File: src/rtl/zeta_sched.sv
// zeta_sched: stage / butterfly sequencer that issues per-port, per-stage
// zeta ROM addresses for an NTT datapath, with inter-stage drain gaps,
// stall backpressure and forward or inverse stage ordering.

`ifndef NTT_STAGE_CNT
`define NTT_STAGE_CNT 8
`endif

// state    | meaning
// ST_IDLE  | waiting for start; outputs quiet
// ST_RUN   | one address pair issued per unstalled cycle, k advances
// ST_GAP   | drain gap between stages, no issue, ignores stall
// ST_FLUSH | final zeta_valid emitted, done pulses, back to idle
module zeta_sched #(
  parameter int STAGE_GAP = 4
) (
  input  logic                                                  clk,
  input  logic                                                  rst,
  input  logic                                                  start,
  input  logic                                                  inverse,
  input  logic                                                  stall,
  output logic                                                  busy,
  output logic                                                  done,
  output logic [1:0][`NTT_STAGE_CNT-1:0][`NTT_STAGE_CNT-2:0]   rom_addr,
  output logic [$clog2(`NTT_STAGE_CNT)-1:0]                     stage,
  output logic                                                  zeta_valid
);

  localparam int S  = `NTT_STAGE_CNT;
  localparam int AW = S - 1;          // address width, also butterfly index width
  localparam int KW = S - 2;          // issue counter width, C = 2^(S-2)
  localparam int SW = $clog2(S);

  localparam logic [KW-1:0] K_LAST   = '1;
  localparam logic [SW-1:0] STG_LAST = SW'(S - 1);
  // Gap counter is a down-counter loaded with STAGE_GAP-1 and left at zero.
  localparam logic [3:0]    GAP_LD   = 4'((STAGE_GAP == 0) ? 0 : STAGE_GAP - 1);

  typedef enum logic [1:0] {
    ST_IDLE  = 2'd0,
    ST_RUN   = 2'd1,
    ST_GAP   = 2'd2,
    ST_FLUSH = 2'd3
  } state_t;

  state_t                     state, state_n;
  logic [KW-1:0]              k, k_n;
  logic [SW-1:0]              stage_n;
  logic [SW-1:0]              stage_adv;
  logic [3:0]                 gap_cnt, gap_n;
  logic                       inv, inv_n;
  logic                       issue;
  logic                       last_stage;
  logic [1:0][S-1:0][AW-1:0]  rom_n;

  // Butterfly j = {k, port}; the stage-s twiddle index is the top s bits of j.
  function automatic logic [AW-1:0] zeta_addr(input logic [SW-1:0] s,
                                              input logic [KW-1:0] kk,
                                              input logic          port);
    logic [AW-1:0] j;
    logic [AW-1:0] mask;
    j = {kk, port};
    for (int b = 0; b < AW; b++) begin
      mask[b] = (b < int'(s));
    end
    return (j >> (AW - int'(s))) & mask;
  endfunction

  assign busy       = (state != ST_IDLE);
  assign done       = (state == ST_FLUSH);
  assign issue      = (state == ST_RUN) && !stall;
  assign last_stage = inv ? (stage == '0) : (stage == STG_LAST);
  assign stage_adv  = inv ? (stage - SW'(1)) : (stage + SW'(1));

  // Next-state, counter and next-address computation.
  always_comb begin
    state_n = state;
    k_n     = k;
    stage_n = stage;
    gap_n   = gap_cnt;
    inv_n   = inv;
    rom_n   = '0;

    unique case (state)
      ST_IDLE: begin
        if (start) begin
          state_n = ST_RUN;
          inv_n   = inverse;
          stage_n = inverse ? STG_LAST : '0;
          k_n     = '0;
        end
      end
      ST_RUN: begin
        if (!stall) begin
          if (k == K_LAST) begin
            if (last_stage) begin
              state_n = ST_FLUSH;
            end else if (STAGE_GAP == 0) begin
              stage_n = stage_adv;
              k_n     = '0;
            end else begin
              state_n = ST_GAP;
              gap_n   = GAP_LD;
            end
          end else begin
            k_n = k + KW'(1);
          end
        end
      end
      ST_GAP: begin
        if (gap_cnt == '0) begin
          state_n = ST_RUN;
          stage_n = stage_adv;
          k_n     = '0;
        end else begin
          gap_n = gap_cnt - 4'd1;
        end
      end
      ST_FLUSH: begin
        state_n = ST_IDLE;
        k_n     = '0;
      end
      default: begin
        state_n = ST_IDLE;
      end
    endcase

    // Address register presents the pair for the upcoming RUN cycle so the
    // ROM word is ready one cycle later, aligned with zeta_valid.
    if (state_n == ST_RUN) begin
      for (int p = 0; p < 2; p++) begin
        rom_n[p][stage_n] = zeta_addr(stage_n, k_n, 1'(p));
      end
    end
  end

  // State, counters, address and valid registers with synchronous reset.
  always_ff @(posedge clk) begin
    if (rst) begin
      state      <= ST_IDLE;
      k          <= '0;
      stage      <= '0;
      gap_cnt    <= '0;
      inv        <= 1'b0;
      zeta_valid <= 1'b0;
      rom_addr   <= '0;
    end else begin
      state      <= state_n;
      k          <= k_n;
      stage      <= stage_n;
      gap_cnt    <= gap_n;
      inv        <= inv_n;
      zeta_valid <= issue;
      rom_addr   <= rom_n;
    end
  end

endmodule

File: config.mk
export PLATFORM = sky130hd
export DESIGN_NAME = zeta_sched
export DESIGN_NICKNAME = d
export VERILOG_FILES = /design/src/rtl/zeta_sched.sv
export SDC_FILE = /design/constraint.sdc
export NUM_CORES = 1
export LEC_CHECK = 0
export CORE_MARGIN = 1
export CORE_UTILIZATION = 40
export DETAILED_ROUTE_END_ITERATION = 7
export GPL_TIMING_DRIVEN = 0
export PLACE_DENSITY = 0.78
export SLEW_MARGIN = 40
export SYNTH_ARGS = -nofsm -noshare
export SYNTH_HDL_FRONTEND = slang
export SYNTH_SLANG_ARGS = --single-unit
File: constraint.sdc
create_clock -name clk -period 3.68 [get_ports clk]
set_clock_uncertainty 0.2 [all_clocks]
set_input_delay 0.736 -clock clk [delete_from_list [all_inputs] [get_ports clk]]
set_output_delay 0.736 -clock clk [all_outputs]
set_load 0.05 [all_outputs]
==> summary.md <==
| Metric | Value |
|---|---|
| Run status | `complete, no violations` |
| Fin cells | `556` |
| Post-DR wirelength/cell | `13.16 µm` |
| Total setup buffers inserted after CTS | `0` |
| DP HPWL | `5.661 mm` |
| Sw Share | `between 20% and 30%` |
| Final Cycle Share | `between 70% and 80%` |
| WL final | `7.315 mm` |
| CTS resizes | `0` |
| Total GRT Usage | `18.31%` |
| Most frequent cells in the layout | `120 x clkdlybuf4s50_1, 81 x dfxtp_1, 48 x buf_4` |
| VDD IR max | `222.2 µV` |
| Yosys reg bits | `81` |
| Fillers | `574` |
| Die X | `89.06 µm` |
| Total core area | `7292 µm²` |
| Clock network power share | `38.4%` |
| Max Cap Viol | `0` |
| Asr flop ratio synth | `0%` |
| Share of cells above drive strength 1 | `between 10% and 20%` |
| Largest net degree at the start of global routing | `15` |
| Cells after synthesis | `293` |
| Initial core utilization | `between 40% and 50%` |
| Clock Latency Late Sink | `0.35 ns` |
| Distinct cells, synth | `between 40 and 50` |
| Hold/Removal Path Class | `reg2reg` |
| Sequential Area | `approximately 1600 µm²` |
| Footprint of the multi-input gates | `1100 µm²` |
| Worst path arrival time | `around 1.9 ns` |
| Top_reg_cell synth | `dfxtp_1` |
| DRT iter0 DRCs | `125` |
| DIE HEIGHT | `roughly 89 µm` |
| First-pass GRT wire length | `around 11 mm` |
| Area Growth Syn to Fin | `55.39%` |
| Internal power | `0.001460 W` |
| GRT Residual Overflow | `0` |
| CTS Root Cell | `clkbuf_8` |
| CTS Buffer Depth | `2` |
| H-Tree Level Count | `3` |
| CTS tree | `built` |
| EDFF count, synth | `0` |
| Vias in the first global route | `about 2300` |
| Mean post-synth cell area | `approximately 10 µm²` |
| Slew margin rel. | `45.73%` |
| Post-Syn Area | `3032 µm²` |
| DIE AREA | `7932 µm²` |
| RSZ-0062 raised after global routing | `no` |
| Sequential area share after synthesis | `53.49%` |
| Slew Limit Fails | `0` |
| Dominant cells by area after synthesis | `dfxtp_1 53%, buf_4 12%, nor3_1 3.3%, nor4_1 2.9%, nor3b_1 2.7%` |
| Vias | `2586` |
| Pleak | `1.860 nW` |
| Most common cell after layout, fill and taps aside | `clkdlybuf4s50_1` |
| ANT nets after route | `0` |
| Crit path max fanout | `10` |
| Cts bufs inserted | `9` |
| Gpl congestion | `0.8623` |
| Worst Tran Pin Value | `0.8066 ns` |
| Combinational power share | `16.1%` |
| Total power | `roughly 0.0020 W` |
| Final Hold Vio Count | `0` |
| I/O Pins | `123` |
| Pwr dens | `around 430 nW/µm²` |
| Top cell type's share of synthesized area | `a little over half` |
| Nets | `462` |
| Antenna violations before repair | `0` |
| Min cycle time layout | `around 2.9 ns` |
| ANT cells | `0` |
| Critical Path RT | `2.74 ns` |
| Largest area contributor in the netlist | `dfxtp_1` |
| CP endpoint kind | `primary output` |
| F_max | `347.2 MHz` |
| Critical path class | `reg2out` |
| Setup TNS | `0 ns` |
| DRC | `0` |
| Row count | `31` |
| Startpoint types | `flop` |
| Hold Buf Count CTS | `0` |
| Psw | `around 0.00055 W` |
| Sequential power share | `45.4%` |
| Post-Route Hold Slack | `0.3196 ns` |
| Synth warn | `0` |
| Port Buffers | `120` |
| Final setup vio count | `0` |
| Register clock-pin slew on the reported worst setup and hold paths | `0.09 ns` |
| Clk sinks | `81` |
| Via density per instance | `4.651` |
| Dpl cells | `around 540` |
| DR pass1 iterations | `4` |
## cells in the mapped netlist, drive strengths merged (2+ instances only)
cell	number
dfxtp	81
buf	54
nor3	22
nor2	19
nor4	14
nand2	11
nor3b	11
a211oi	7
a21oi	7
nand3	7
inv	6
clkbuf	4
nor2b	4
o21ai	4
a21o	3
a31oi	3
ha	3
mux2i	3
nand2b	3
nor4b	3
o221ai	3
a211o	2
a31o	2
and3	2
o22ai	2
## per-layer routing
metal / track usage, % / up-vias / part of all wire, % / routed length, µm
met3: 5.448 / 6 / 7.3 / 535
met4: 5.916 / 0 / 0.82 / 60
met1: 20.86 / 1198 / 42 / 3047
li1: - / 1277 / - / -
met5: 0 / - / 0 / 0
met2: 32.94 / 105 / 50 / 3672
## critical path, stage by stage, from the launching register on
cell             delay (ns)
dfxtp_1                0.33
buf_2                  0.17
or2_2                  0.37
clkdlybuf4s50_1        0.72
## cell type report
type	instances	share of cell area (%)
well taps	99	2.629
flip-flops and latches	81	34.42
multi-input cells	177	23.35
repair buffers	120	25.50
inverters	6	0.4781
clock buffers	9	2.629
clock inverters	6	2.444
plain buffers	58	8.552
## worst paths after layout
path	from	endpoint	slack, ns	cells after the start
hold / removal	gap_cnt[0]	gap_cnt[0]	0.32	1
setup / recovery	state[1]	busy	0.80	3
setup reg to reg	gap_cnt[0]	rom_addr[36]	1.09	7
hold reg to reg	gap_cnt[0]	gap_cnt[0]	0.32	1
## cell families (layout without fill, tap and decap cells)
kind of cell / after synthesis / count (layout) / share of synthesized area (%)
multiplexers: 3 / 3 / 0.9905
AND/OR/NAND/NOR: 101 / 101 / 19.40
flip-flops: 81 / 81 / 53.49
adder cells (fa/ha/maj): 4 / 4 / 1.899
other: 1 / 30 / 0.1237
XOR/XNOR: 1 / 1 / 0.2890
buffers and inverters: 64 / 199 / 14.03
AO/OA/AOI/OAI: 38 / 38 / 9.782
## sequential cells by signal, summed over array words and instances, names as in the netlist
register	flops
zeta_valid	1
k	6
stage	3
gap_cnt	4
state	2
rom_addr	64
inv	1
## stage by stage
| stage | setup WS, ns | util (%) | area, µm² |
|---|---|---|---|
| 6_report | 0.7996 | 64.60 | 4711 |
| 2_1_floorplan | 1.222 | - | 3141 |
| 5_1_grt | 0.7195 | 64.60 | 4711 |
| 3_5_place_dp | 0.6283 | 61.24 | 4466 |
| 3_3_place_gp | 0.6400 | 61.24 | 4466 |
| 4_1_cts | 0.7939 | 64.52 | 4705 |
## power by group through the flow
stage	Clock, W	Combinational (W)	Sequential (W)
after floorplan	0	0.000155	0.00101
after global placement	0	0.000321	0.000935
after detailed placement	0	0.000325	0.000936
after CTS	0.000789	0.000326	0.000916
after global routing	0.000828	0.000343	0.000918
final	0.000774	0.000325	0.000915
Power figures use the tool's default switching activity.
